### src/rtl/fetch_prefetch_queue.sv
// Instruction-fetch stage: sequential address generation, single-outstanding imem
// request, and a DEPTH-entry queue of {instr, pc} feeding decode; redirect flushes and restarts.
module fetch_prefetch_queue #(
  parameter int          DEPTH    = 4,
  parameter logic [31:0] RESET_PC = 32'h0000_0000
) (
  input  logic                         clk,
  input  logic                         rst_n,
  output logic                         imem_req,
  output logic [31:0]                  imem_addr,
  input  logic                         imem_ack,
  input  logic [31:0]                  imem_rdata,
  input  logic                         redirect,
  input  logic [31:0]                  redirect_pc,
  output logic                         out_valid,
  output logic [31:0]                  out_instr,
  output logic [31:0]                  out_pc,
  output logic [31:0]                  out_pc_plus4,
  input  logic                         out_ready,
  output logic [$clog2(DEPTH+1)-1:0]   occupancy
);

  localparam int CW = $clog2(DEPTH + 1);
  localparam int PW = $clog2(DEPTH);

  typedef enum logic [1:0] {IDLE, REQ, DROP} state_e;

  state_e          state_q, state_d;
  logic [31:0]     fpc_q, fpc_d;
  logic [31:0]     addr_q, addr_d;
  logic [CW-1:0]   count_q, count_d, count_nxt;
  logic [PW-1:0]   rd_q, rd_d, wr_q, wr_d;
  logic [31:0]     instr_mem [DEPTH];
  logic [31:0]     pc_mem    [DEPTH];

  logic            push, pop, room;
  logic [31:0]     rpc, seq_pc;

  assign rpc       = redirect_pc & ~32'd3;
  assign seq_pc    = addr_q + 32'd4;
  assign imem_req  = (state_q != IDLE);
  assign imem_addr = addr_q;

  // Pop is suppressed on redirect: the whole queue is being discarded anyway.
  assign push      = (state_q == REQ) && imem_ack && !redirect;
  assign pop       = out_valid && out_ready && !redirect;
  assign count_nxt = count_q + CW'(push) - CW'(pop);
  assign room      = (count_nxt < CW'(DEPTH));

  always_comb begin
    state_d = state_q;
    fpc_d   = fpc_q;
    addr_d  = addr_q;
    count_d = count_nxt;
    rd_d    = rd_q + PW'(pop);
    wr_d    = wr_q + PW'(push);
    if (redirect) begin
      count_d = '0;
      rd_d    = '0;
      wr_d    = '0;
    end
    case (state_q)
      IDLE: begin
        if (redirect) begin
          state_d = REQ;
          fpc_d   = rpc;
          addr_d  = rpc;
        end else if (room) begin
          state_d = REQ;
          addr_d  = fpc_q;
        end
      end
      REQ: begin
        if (imem_ack && !redirect) begin
          fpc_d = seq_pc;
          if (room) addr_d = seq_pc;
          else      state_d = IDLE;
        end else if (redirect) begin
          fpc_d = rpc;
          // Without an ack the old request must still complete, so park in DROP.
          if (imem_ack) addr_d = rpc;
          else          state_d = DROP;
        end
      end
      DROP: begin
        if (redirect) fpc_d = rpc;
        if (imem_ack) begin
          state_d = REQ;
          addr_d  = redirect ? rpc : fpc_q;
        end
      end
      default: state_d = IDLE;
    endcase
  end

  always_ff @(posedge clk or negedge rst_n) begin
    if (!rst_n) begin
      state_q <= IDLE;
      fpc_q   <= RESET_PC;
      addr_q  <= RESET_PC;
      count_q <= '0;
      rd_q    <= '0;
      wr_q    <= '0;
    end else begin
      state_q <= state_d;
      fpc_q   <= fpc_d;
      addr_q  <= addr_d;
      count_q <= count_d;
      rd_q    <= rd_d;
      wr_q    <= wr_d;
    end
  end

  // Queue storage holds data only; validity is tracked by count_q.
  always_ff @(posedge clk) begin
    if (push) begin
      instr_mem[wr_q] <= imem_rdata;
      pc_mem[wr_q]    <= addr_q;
    end
  end

  assign out_valid    = (count_q != '0);
  assign out_instr    = out_valid ? instr_mem[rd_q] : 32'd0;
  assign out_pc       = out_valid ? pc_mem[rd_q] : 32'd0;
  assign out_pc_plus4 = out_valid ? (pc_mem[rd_q] + 32'd4) : 32'd0;
  assign occupancy    = count_q;

  a_no_overflow: assert property (@(posedge clk) disable iff (!rst_n)
    !(push && (count_q == CW'(DEPTH))));

endmodule

### config.mk
export PLATFORM = sky130hd
export DESIGN_NAME = fetch_prefetch_queue
export DESIGN_NICKNAME = d
export VERILOG_FILES = /design/src/rtl/fetch_prefetch_queue.sv
export SDC_FILE = /design/constraint.sdc
export NUM_CORES = 1
export LEC_CHECK = 0
export BUFFER_PORTS_ARGS = -buffer_cell sky130_fd_sc_hd__buf_2
export CORE_ASPECT_RATIO = 1.25
export CORE_MARGIN = 1
export CORE_UTILIZATION = 40
export CTS_CLUSTER_SIZE = 8
export DETAILED_ROUTE_END_ITERATION = 8
export HOLD_SLACK_MARGIN = 0.08
export PLACE_DENSITY_LB_ADDON = 0.15
export SLEW_MARGIN = 15
export SYNTH_ARGS = -nofsm -noshare
export SYNTH_HDL_FRONTEND = slang
export SYNTH_SLANG_ARGS = --single-unit
### constraint.sdc
create_clock -name clk -period 7.65 [get_ports clk]
set_input_delay 1.53 -clock clk [delete_from_list [all_inputs] [get_ports clk]]
set_output_delay 1.53 -clock clk [all_outputs]
set_load 0.01 [all_outputs]
**After elaboration in Yosys (flattened, before gate mapping)**

Memories as Yosys holds them, arrays and structs flattened.
Cells that the tools add are included.

- Memory bits (writable): 256
- Register bits after elaboration: 73
- Memories: 2
- Logic and storage cells: 65
- Output and inout bits: 133

- Equality and inequality tests: 9
- $add $sub $neg: 6
- Muxes and demuxes: 27
- Reduce and logical (&&, ||, !) cells: 14
- $lt $le $gt $ge: 1

Memories:

| memory | depth | width | rd ports | clocked after memory_dff | write ports | line | source |
|---|---|---|---|---|---|---|---|
| instr_mem | 4 | 32 | 1 | 0 | 1 | 33 | `logic [31:0] instr_mem [DEPTH];` |
| pc_mem | 4 | 32 | 1 | 0 | 1 | 34 | `logic [31:0] pc_mem [DEPTH];` |

Operators by type and width:

| operator | count |
|---|---|
| $mux W32 | 12 |
| $pmux W32 S3 | 1 |
| $add A32 B3 Y32 const B | 2 |
| $pmux W32 S2 | 1 |
| $mux W2 | 9 |
| $ne A3 B2 Y1 const B | 3 |
| $ne A3 B3 Y1 const B | 3 |
| $pmux W2 S3 | 1 |
| $reduce_and A6 Y1 | 1 |
| $reduce_bool A3 Y1 | 2 |
| $logic_and A1 B1 Y1 | 5 |
| $reduce_and A5 Y1 | 1 |
| $add A2 B1 Y2 | 2 |
| $reduce_bool A2 Y1 | 2 |
| $add A3 B1 Y3 | 1 |
| $lt A3 B3 Y1 const B | 1 |
| $mux W3 | 1 |
| $sub A3 B1 Y3 | 1 |
| $eq A2 B1 Y1 const B | 1 |
| $eq A2 B2 Y1 const B | 1 |
| $logic_not A2 Y1 | 1 |
| $mux W1 | 2 |
| $ne A2 B2 Y1 const B | 1 |
| $reduce_or A2 Y1 | 1 |
| $logic_not A1 Y1 | 1 |

**Logic depth before layout (Yosys ltp)**

Gate-level depths: netlist of run 1.

- Depth after elaboration: 9
- Gate-level depth with buffers: 17
- Mapped depth without buffers: 14

**Worst setup path before layout of run 1**

No wires, ideal clock.

- Kind: input to register
- Start point: input imem_ack
- End point: memory instr_mem[2][0] (enable)
- Library setup time: 578 ps
- Cell stages on the path: 6
- Slack: -49 ps
- Arrival time: 7,121 ps
- Buffers on the path: 2
- Data required time: 7,072 ps
- Cells stage by stage: inv_1 nor2_1 nand2_1 clkbuf_1 clkbuf_1 nor3b_1

- Word-level cells in the longest chain between the ends: 4

Ends and longest elaborated chain:

| what | line | source |
|---|---|---|
| from (decl) | 11 | `input logic imem_ack,` |
| $logic_and A1 B1 Y1 (2 in a row) | 45 | `assign push = (state_q == REQ) && imem_ack && !redirect;` |
| $mux W1 | 116 | `if (push) begin` |
| $mux W1 (not written as such) | 117 | `instr_mem[wr_q] <= imem_rdata;` |
| to (decl) | 33 |  |

No other way between the ends.

**Worst setup path in the final report of run 1**

- Start point: register rd_q[0]
- End point: output out_pc_plus4[21]

- Word-level cells in the longest chain between the ends: 3

Ends and longest elaborated chain:

| what | line | source |
|---|---|---|
| from (decl) | 32 | `logic [PW-1:0] rd_q, rd_d, wr_q, wr_d;` |
| from (signal assigned) | 109 | `rd_q <= rd_d;` |
| $mem_v2 Z4 W32 | -- |  |
| $add A32 B3 Y32 | 125 | `assign out_pc_plus4 = out_valid ? (pc_mem[rd_q] + 32'd4) : 32'd0;` |
| $mux W32 | 125 |  |
| to (decl) | 18 | `output logic [31:0] out_pc_plus4,` |

No other way between the ends.

==> results of run 1 <==
==> synthesized netlist by cell type (5+ instances only) <==
cell / n / share of area
sky130_fd_sc_hd__nand3_1: 20 / 0.0068
sky130_fd_sc_hd__clkbuf_1: 43 / 0.011
sky130_fd_sc_hd__and3_1: 15 / 0.0064
sky130_fd_sc_hd__nor2_1: 72 / 0.018
sky130_fd_sc_hd__a31oi_1: 7 / 0.0030
sky130_fd_sc_hd__nand2_1: 41 / 0.011
sky130_fd_sc_hd__a22o_1: 6 / 0.0036
sky130_fd_sc_hd__a221oi_1: 8 / 0.0048
sky130_fd_sc_hd__ha_1: 6 / 0.0051
sky130_fd_sc_hd__a21oi_1: 25 / 0.0085
sky130_fd_sc_hd__a222oi_1: 7 / 0.0048
sky130_fd_sc_hd__and2_1: 67 / 0.029
sky130_fd_sc_hd__mux4_2: 46 / 0.071
sky130_fd_sc_hd__xnor2_1: 26 / 0.016
sky130_fd_sc_hd__nand4_1: 11 / 0.0047
sky130_fd_sc_hd__xor2_1: 30 / 0.018
sky130_fd_sc_hd__o22ai_1: 15 / 0.0064
sky130_fd_sc_hd__mux4_1: 17 / 0.030
sky130_fd_sc_hd__dfrtp_1: 73 / 0.12
sky130_fd_sc_hd__buf_4: 5 / 0.0026
sky130_fd_sc_hd__inv_1: 11 / 0.0028
sky130_fd_sc_hd__o21ai_0: 53 / 0.018
sky130_fd_sc_hd__o22a_1: 7 / 0.0042
sky130_fd_sc_hd__buf_2: 6 / 0.0020
sky130_fd_sc_hd__a22oi_1: 25 / 0.013
sky130_fd_sc_hd__edfxtp_1: 256 / 0.52
sky130_fd_sc_hd__nor3_1: 12 / 0.0041
==> how the worst max path moves through the flow <==
stage / startpoint / to / slack, ns / cells past startpoint
2_1_floorplan: imem_ack / instr_mem[0][0] / 0.31 / 6
3_3_place_gp: rd_q[0] / out_pc_plus4[21] / 2.62 / 8
3_5_place_dp: rd_q[0] / out_pc_plus4[21] / 2.61 / 8
4_1_cts: rd_q[0] / out_pc_plus4[21] / 2.03 / 8
5_1_grt: rd_q[0] / out_pc_plus4[21] / 1.88 / 8
6_report: rd_q[0] / out_pc_plus4[21] / 2.21 / 8
==> cell type report <==
type / instances / area [sq um] / share of cell area
multi-input cells: 578 / 4830 / 0.277
inverters: 12 / 45.0 / 0.00259
clock buffers: 67 / 1290 / 0.0743
repair buffers: 212 / 1090 / 0.0628
flip-flops and latches: 329 / 9520 / 0.547
well taps: 480 / 601 / 0.0345
clock inverters: 1 / 30.0 / 0.00172
==> cells by family (layout without fill, tap and decap cells) <==
logic type / Yosys count / count (layout) / share of synthesized area
AO/OA/AOI/OAI: 174 / 174 / 0.0783
XOR/XNOR: 57 / 57 / 0.0350
adder cells (fa/ha/maj): 8 / 8 / 0.00717
buffers and inverters: 70 / 292 / 0.0236
flip-flops: 329 / 329 / 0.649
multiplexers: 68 / 68 / 0.105
AND/OR/NAND/NOR: 271 / 271 / 0.101
==> power groups by stage <==
stage	clock network, uW	registers, uW	logic (uW)
after global routing	2010	2620	1880
final	1880	2580	1720
after floorplan	0	2500	1130
after global placement	0	2600	1730
after CTS	1940	2580	1750
after detailed placement	0	2610	1740
==> per-layer routing <==
layer	vias up	global-route usage	wire length [microns]
met4	0	0.0507	574
met5	-	0	0
met2	252	0.318	17400
met1	4651	0.258	15700
li1	4189	-	-
met3	42	0.0314	1670
==> registers in the layout, indices dropped and copies added (netlist names) <==
name       cells
wr_q           2
fpc_q         32
imem_addr     32
instr_mem    128
occupancy      3
state_q        2
pc_mem       128
rd_q           2
==> tightest hold or removal path, cell delays in order (launching register included) <==
cell and delay (ns):
sky130_fd_sc_hd__dfrtp_1 0.34, sky130_fd_sc_hd__nand2_1 0.05, sky130_fd_sc_hd__o21ai_0 0.07
==> per-stage QoR <==
| stage | cell area [sq um] | cells | setup slack (ns) | hold WS [ns] | utilization |
|---|---|---|---|---|---|
| 2_1_floorplan | 14700 | 977 | 0.307 | 0.450 | - |
| 3_3_place_gp | 16100 | 1611 | 2.62 | 0.464 | 0.444 |
| 3_5_place_dp | 16100 | 1611 | 2.61 | 0.491 | 0.444 |
| 4_1_cts | 17400 | 1679 | 2.03 | 0.503 | 0.481 |
| 5_1_grt | 17400 | 1679 | 1.88 | 0.508 | 0.481 |
| 6_report | 17400 | 1679 | 2.21 | 0.497 | 0.481 |
==> results_tabular.tex, run 1 <==
\begin{tabular}{lr}
\hline
Metric & Value \\
\hline
\multicolumn{2}{l}{\textbf{Yosys}} \\
Mapped Avg Cell Area & 15.0 sq um \\
Synthesized Nets & 1053 \\
Number of warning messages in the yosys log & 0 \\
Flops \& latches, synth & between 300 and 400 \\
Proportion of synthesized chip area in sequential cells & 0.649 \\
Asr flop ratio synth & 0.222 \\
Synthesized cell area & 14700 sq um \\
Most common flop cell mapped by yosys & sky130\_fd\_sc\_hd\_\_edfxtp\_1 \\
Post-Syn Instances & between 900 and 1000 \\
Number of enable flip-flop cells after synthesis & about 260 \\
Number of different library cells in the post-synthesis netlist & 64 \\
\multicolumn{2}{l}{\textbf{Min path}} \\
Startpoint of the tightest hold check path & fpc\_q[19] \\
Number of cells on the worst hold path & 2 \\
Worst min path class & flip-flop to flip-flop \\
Destination of the worst hold path & fpc\_q[19] \\
\multicolumn{2}{l}{\textbf{Floorplanning}} \\
Floorplan die area & 37400 sq um \\
\# IOs & 202 \\
DIE WIDTH & $\sim$170 microns \\
Area of the core region & about 36000 sq um \\
\# rows & between 70 and 80 \\
DIE HEIGHT & 216 microns \\
Initial cell density of the core & 0.405 \\
\multicolumn{2}{l}{\textbf{Power and ir drop}} \\
Fraction of power spent switching nets & 0.331 \\
Combinational group share of total power & 0.278 \\
Peak supply drop & 0.221 mV \\
Areal power density over the cells & between 300 and 400 nW/um\^{}2 \\
P\_int & roughly 4100 uW \\
Overall power of the completed layout & slightly above 6000 uW \\
Net switching power of the design & 2040 uW \\
Static leakage power & 0.00641 uW \\
Part of the total power dissipated in sequential elements & 0.417 \\
Relative contribution of the clock network to total power & 0.305 \\
\multicolumn{2}{l}{\textbf{Critical path}} \\
Setup slack, reg-to-reg & approximately 3.4 ns \\
Capture instance of the worst register-to-register path & imem\_addr[1] \\
Crit-path max FO & 38 \\
Critical path's slowest cell & sky130\_fd\_sc\_hd\_\_dfrtp\_4 \\
Worst-path cell chain & buf\_4, mux4\_1, nand4\_4, nor2\_4, nand2\_2, or4b\_1, nand2\_1, buf\_2 \\
Startpoint-to-endpoint class of the critical path & flip-flop to primary output \\
Data arrival time of the critical path & about 4 ns \\
Delay of the slowest cell on the worst path & 0.94 ns \\
Critical path buffer and inverter count & 2 \\
Type of element launching the critical path & flip-flop \\
FF-to-FF path depth & 13 \\
Reg2reg start & state\_q[0] \\
CP delay by family, top & simple AND/OR/NAND/NOR gates \\
Critical path data required time & 6.12 ns \\
Kind of end point of the critical path & primary output \\
\multicolumn{2}{l}{\textbf{Drt}} \\
DRC violation total after the first TritonRoute iteration & 624 \\
Detailed Routing Iterations Pass 1 & 7 \\
Aggregate routed wire length & 35400 microns \\
Wire per inst & $\sim$21 microns \\
Vias per inst & 5.44 \\
DRT antenna net count & 0 \\
Total via count after detailed routing & 9134 \\
Post-route DRC violation count & 0 \\
\multicolumn{2}{l}{\textbf{Timing}} \\
Worst slew pin tran & 1.12 ns \\
Final Skew & 0.0174 ns \\
Final Max Slew Viols & 0 \\
Fin Setup TNS & 0 ns \\
Number of failing hold endpoints at the final stage & 0 \\
Maximum achievable frequency & between 150 and 200 MHz \\
Tightest slew margin relative to the limit & 0.250 \\
RSZ-0062 raised after global routing & false \\
Time the final worst path needs with I/O delays and setup & approximately 5.4 ns \\
Period utilization & 0.712 \\
Count of final setup violators & 0 \\
\multicolumn{2}{l}{\textbf{Clock network}} \\
Reg clk slew, reported paths & 0.05 ns \\
Number of gates resized after CTS & 0 \\
Clock tree from TritonCTS & built \\
Clock net sink count & 329 \\
Setup Fix Bufs, Post-CTS & 0 \\
Count of hold-fix buffers inserted at cts & 0 \\
H-tree lvl count & 2 \\
Buffer cell driving the clock tree root & sky130\_fd\_sc\_hd\_\_clkbuf\_16 \\
Clock Path Buffers & 3 \\
Worst-skew pair later-pin latency & 0.53 ns \\
Number of CTS-inserted buffers & 47 \\
\multicolumn{2}{l}{\textbf{Global routing}} \\
Vias in the first global route & 9224 \\
Tot GR Track Use & 0.190 \\
Final global-route overflow total & 0 \\
Pin count of the biggest net entering global routing & 66 \\
Number of antenna violations at the first check in global routing & 0 \\
Global-route wire length before repair & 54700 microns \\
\multicolumn{2}{l}{\textbf{Final layout}} \\
Filler cells & about 3200 \\
Most common cell after layout, fill and taps aside & sky130\_fd\_sc\_hd\_\_edfxtp\_1 \\
Area added between synthesis and finish & 18.9\% \\
Share of post-route cells with drive strength above 1 & 0.281 \\
Number of nets at the end of the flow & 1256 \\
Most used cells in the layout excluding fill and tap cells & 256 x sky130\_fd\_sc\_hd\_\_edfxtp\_1, 199 x sky130\_fd\_sc\_hd\_\_buf\_2, 71 x sky130\_fd\_sc\_hd\_\_dfrtp\_1 \\
ANT cells & 0 \\
\multicolumn{2}{l}{\textbf{Placed design}} \\
Number of port buffers & $\sim$200 \\
Routability congestion estimate from global placement & 0.773 \\
HPWL reported at the end of detailed placement & $\sim$22000 microns \\
\multicolumn{2}{l}{\textbf{Flow run}} \\
Total of max-cap violations & 0 \\
\multicolumn{2}{l}{\textbf{Outcome}} \\
Outcome & finished clean \\
\hline
\end{tabular}
Note: power is estimated with default switching activity, not from simulation.
==> run 2: changes to the inputs <==
Settings changed: ABC_AREA set to 1.
Clock period 7.65 ns to 4.5 ns, I/O delays scaled along.
==> results_tabular.tex, run 2 <==
\begin{tabular}{lr}
\hline
Metric & Value \\
\hline
\multicolumn{2}{l}{\textbf{Yosys}} \\
Asr flop ratio synth & 0.222 (unchanged) \\
Post-Syn Instances & 1833 (was 977) \\
Area share of the leading cell type in the synthesized netlist & 0.477 (was 0.525) \\
Flops \& latches, synth & 329 (unchanged) \\
Most area-hungry cell type in the Yosys netlist & sky130\_fd\_sc\_hd\_\_edfxtp\_1 (unchanged) \\
Most common flop cell mapped by yosys & sky130\_fd\_sc\_hd\_\_edfxtp\_1 (unchanged) \\
Most used standard cell by instance count after synthesis & sky130\_fd\_sc\_hd\_\_nand2\_1 (was sky130\_fd\_sc\_hd\_\_edfxtp\_1) \\
Number of different library cells in the post-synthesis netlist & 36 (was 64) \\
Mapped Avg Cell Area & 8.79 sq um (was 15.0 sq um) \\
Synthesized Nets & 1909 (was 1053) \\
Proportion of synthesized chip area in sequential cells & 0.590 (was 0.649) \\
Cell types occupying the most area after synthesis & sky130\_fd\_sc\_hd\_\_edfxtp\_1 48\%, sky130\_fd\_sc\_hd\_\_nand2\_1 13\%, sky130\_fd\_sc\_hd\_\_dfrtp\_1 11\% (was sky130\_fd\_sc\_hd\_\_edfxtp\_1 52\%, sky130\_fd\_sc\_hd\_\_dfrtp\_1 12\%, sky130\_fd\_sc\_hd\_\_mux4\_2 7.1\%) \\
Number of warning messages in the yosys log & 0 (unchanged) \\
Synth top cells by count & 540 x sky130\_fd\_sc\_hd\_\_nand2\_1, 305 x sky130\_fd\_sc\_hd\_\_nor2\_1, 256 x sky130\_fd\_sc\_hd\_\_edfxtp\_1, 139 x sky130\_fd\_sc\_hd\_\_o21ai\_0, 132 x sky130\_fd\_sc\_hd\_\_inv\_1 (was 256 x sky130\_fd\_sc\_hd\_\_edfxtp\_1, 73 x sky130\_fd\_sc\_hd\_\_dfrtp\_1, 72 x sky130\_fd\_sc\_hd\_\_nor2\_1, 67 x sky130\_fd\_sc\_hd\_\_and2\_1, 53 x sky130\_fd\_sc\_hd\_\_o21ai\_0) \\
Synthesized cell area & 16100 sq um (was 14700 sq um) \\
Number of enable flip-flop cells after synthesis & 256 (unchanged) \\
\multicolumn{2}{l}{\textbf{Clock network}} \\
Reg clk slew, reported paths & 0.05 ns (about the same) \\
Number of CTS-inserted buffers & 47 (unchanged) \\
Buffer cell driving the clock tree root & sky130\_fd\_sc\_hd\_\_clkbuf\_16 (unchanged) \\
Clock tree from TritonCTS & built (unchanged) \\
H-tree lvl count & 2 (unchanged) \\
Worst-skew pair later-pin latency & 0.57 ns (was 0.53 ns) \\
Clock net sink count & 329 (unchanged) \\
Count of hold-fix buffers inserted at cts & 0 (unchanged) \\
Clock Path Buffers & 3 (unchanged) \\
\multicolumn{2}{l}{\textbf{Global routing}} \\
Vias in the first global route & 12300 (was 9224) \\
Tot GR Track Use & 0.220 (was 0.190) \\
Final global-route overflow total & 0 (unchanged) \\
Global-route wire length before repair & 69400 microns (was 54700 microns) \\
Number of antenna violations at the first check in global routing & 0 (unchanged) \\
Pin count of the biggest net entering global routing & 120 (was 66) \\
\multicolumn{2}{l}{\textbf{Drt}} \\
Vias per inst & 5.18 (was 5.44) \\
Aggregate routed wire length & 45200 microns (was 35400 microns) \\
DRT met1 WL & 19600 microns (was 15700 microns) \\
DRC violation total after the first TritonRoute iteration & 994 (was 624) \\
Detailed Routing Iterations Pass 1 & 5 (was 7) \\
Met2 wire len & 21900 microns (was 17400 microns) \\
Post-route DRC violation count & 0 (unchanged) \\
Total via count after detailed routing & 13100 (was 9134) \\
Wire per inst & 17.8 microns (was 21.1 microns) \\
DRT antenna net count & 0 (unchanged) \\
Met3 WL & 2320 microns (was 1670 microns) \\
Uppermost routed layer & met4 (unchanged) \\
\multicolumn{2}{l}{\textbf{Critical path}} \\
Worst-path cell chain & inv\_4, buf\_16, nand2\_1, nand3\_1, nand2\_1, nor2\_1, nand2\_1, nor2\_1, nand2\_1, xor2\_1, nor2\_1, buf\_2 (was buf\_4, mux4\_1, nand4\_4, nor2\_4, nand2\_2, or4b\_1, nand2\_1, buf\_2) \\
Kind of end point of the critical path & primary output (unchanged) \\
Critical path's slowest cell & sky130\_fd\_sc\_hd\_\_dfrtp\_4 (unchanged) \\
Type of element launching the critical path & flip-flop (unchanged) \\
Delay of the slowest cell on the worst path & 0.60 ns (was 0.94 ns) \\
Crit-path max FO & 60 (was 38) \\
Critical path data required time & 3.60 ns (was 6.12 ns) \\
Data arrival time of the critical path & 3.40 ns (was 3.91 ns) \\
Startpoint-to-endpoint class of the critical path & flip-flop to primary output (unchanged) \\
Dominant cell type by count on the critical path & sky130\_fd\_sc\_hd\_\_nand2\_1 \\
\multicolumn{2}{l}{\textbf{Placed design}} \\
HPWL reported at the end of detailed placement & 28800 microns (was 21900 microns) \\
Routability congestion estimate from global placement & 0.905 (was 0.773) \\
Number of port buffers & 199 (unchanged) \\
\multicolumn{2}{l}{\textbf{Power and ir drop}} \\
Areal power density over the cells & 623 nW/um\^{}2 (was 355 nW/um\^{}2) \\
Overall power of the completed layout & 11800 uW (was 6180 uW) \\
Peak supply drop & 0.395 mV (was 0.221 mV) \\
Static leakage power & 0.00815 uW (was 0.00641 uW) \\
\multicolumn{2}{l}{\textbf{Min path}} \\
Worst min path class & input pin to asynchronous set/reset pin (was flip-flop to flip-flop) \\
\multicolumn{2}{l}{\textbf{Timing}} \\
Worst slew pin tran & 1.11 ns (was 1.12 ns) \\
Maximum achievable frequency & 232 MHz \\
Count of final setup violators & 0 (unchanged) \\
Time the final worst path needs with I/O delays and setup & $\sim$4.3 ns \\
Tightest slew margin relative to the limit & 0.257 (was 0.250) \\
Number of failing hold endpoints at the final stage & 0 (unchanged) \\
Period utilization & 0.956 \\
RSZ-0062 raised after global routing & false (unchanged) \\
Final Skew & 0.0314 ns (was 0.0174 ns) \\
Final Max Slew Viols & 0 (unchanged) \\
\multicolumn{2}{l}{\textbf{Final layout}} \\
Share of post-route cells with drive strength above 1 & 0.145 (was 0.281) \\
Top flop regs & instr\_mem (128), pc\_mem (128) (unchanged) \\
Most used cells in the layout excluding fill and tap cells & 540 x sky130\_fd\_sc\_hd\_\_nand2\_1, 304 x sky130\_fd\_sc\_hd\_\_nor2\_1, 256 x sky130\_fd\_sc\_hd\_\_edfxtp\_1 (was 256 x sky130\_fd\_sc\_hd\_\_edfxtp\_1, 199 x sky130\_fd\_sc\_hd\_\_buf\_2, 71 x sky130\_fd\_sc\_hd\_\_dfrtp\_1) \\
Most common cell after layout, fill and taps aside & sky130\_fd\_sc\_hd\_\_nand2\_1 (was sky130\_fd\_sc\_hd\_\_edfxtp\_1) \\
Number of nets at the end of the flow & 2096 (was 1256) \\
Final core occ & 0.481 (about the same) \\
ANT cells & 0 (unchanged) \\
Area added between synthesis and finish & 17.8\% (was 18.9\%) \\
\multicolumn{2}{l}{\textbf{Floorplanning}} \\
\# rows & 81 (was 78) \\
\# IOs & 202 (unchanged) \\
Area of the core region & 39400 sq um (was 36200 sq um) \\
Floorplan die area & 41100 sq um (was 37400 sq um) \\
DIE WIDTH & 182 microns (was 173 microns) \\
Initial cell density of the core & 0.409 (was 0.405) \\
DIE HEIGHT & 226 microns (was 216 microns) \\
\multicolumn{2}{l}{\textbf{Flow run}} \\
Total of max-cap violations & 0 (unchanged) \\
\multicolumn{2}{l}{\textbf{Outcome}} \\
Outcome & finished clean (unchanged) \\
\hline
\end{tabular}
run 2: repair_timing:
item / 4_1_cts / 5_1_grt
setup buffers: 0 / 0
resized for setup: 0 / 2
endpoints found under the setup margin: 0 / 13
run 2: area by class of cell:
cell class / count / area, sq um
well taps: 498 / 623
multi-input cells: 1284 / 5740
inverters: 135 / 509
clock inverters: 5 / 101
repair buffers: 223 / 1270
flip-flops and latches: 329 / 9520
fillers: 3835 / 20400
clock buffers: 60 / 1220
run 2: power by group:
part	internal [uW]	switching, uW	leakage, uW
Clock	1900	1270	0.000630
Sequential	3860	549	0.00320
Combinational	1370	2880	0.00432
run 2: stage by stage:
step	hold slack (ns)	setup WS [ns]	instances	area [sq um]	TNS (ns)
4_1_cts	0.491	0.0610	2533	18900	0
2_1_floorplan	0.456	-1.90	1833	16100	-485.39
5_1_grt	0.501	0.0132	2534	19000	0
3_3_place_gp	0.472	0.663	2468	17600	0
6_report	0.487	0.197	2534	19000	0
3_5_place_dp	0.480	0.678	2468	17600	0
run 2: logic make-up after synthesis:
logic type | synth area share
AO/OA/AOI/OAI | 0.0867
XOR/XNOR | 0.00543
adder cells (fa/ha/maj) | 0.00590
buffers and inverters | 0.0556
flip-flops | 0.590
multiplexers | 0.00497
AND/OR/NAND/NOR | 0.251
run 2: path summary, 6_finish.rpt:
kind / cells past startpoint / slack [ns] / from / to
setup reg to reg: 18 / 1.29 / state_q[0] / imem_addr[18]
hold reg to reg: 2 / 0.49 / fpc_q[11] / fpc_q[11]
hold / removal: 1 / 0.49 / rst_n / fpc_q[6]
max in group asynchronous: 1 / 3.23 / rst_n / rd_q[0]
setup / recovery: 12 / 0.20 / rd_q[0] / out_pc_plus4[18]
min in group clk: 2 / 0.49 / fpc_q[11] / fpc_q[11]
run 2: metal layers:
metal,vias to the layer above,GRT usage
met5,-,0
met4,0,0.0793
met3,85,0.0326
met2,404,0.376
met1,6169,0.283
li1,6462,-
run 2: worst max-delay path: cells and delay by family (launching register included):
family        cells  cell delay, ns
simple gates      8            1.15
flops             1            0.60
buf+inv           3            0.72
xor+xnor          1            0.33
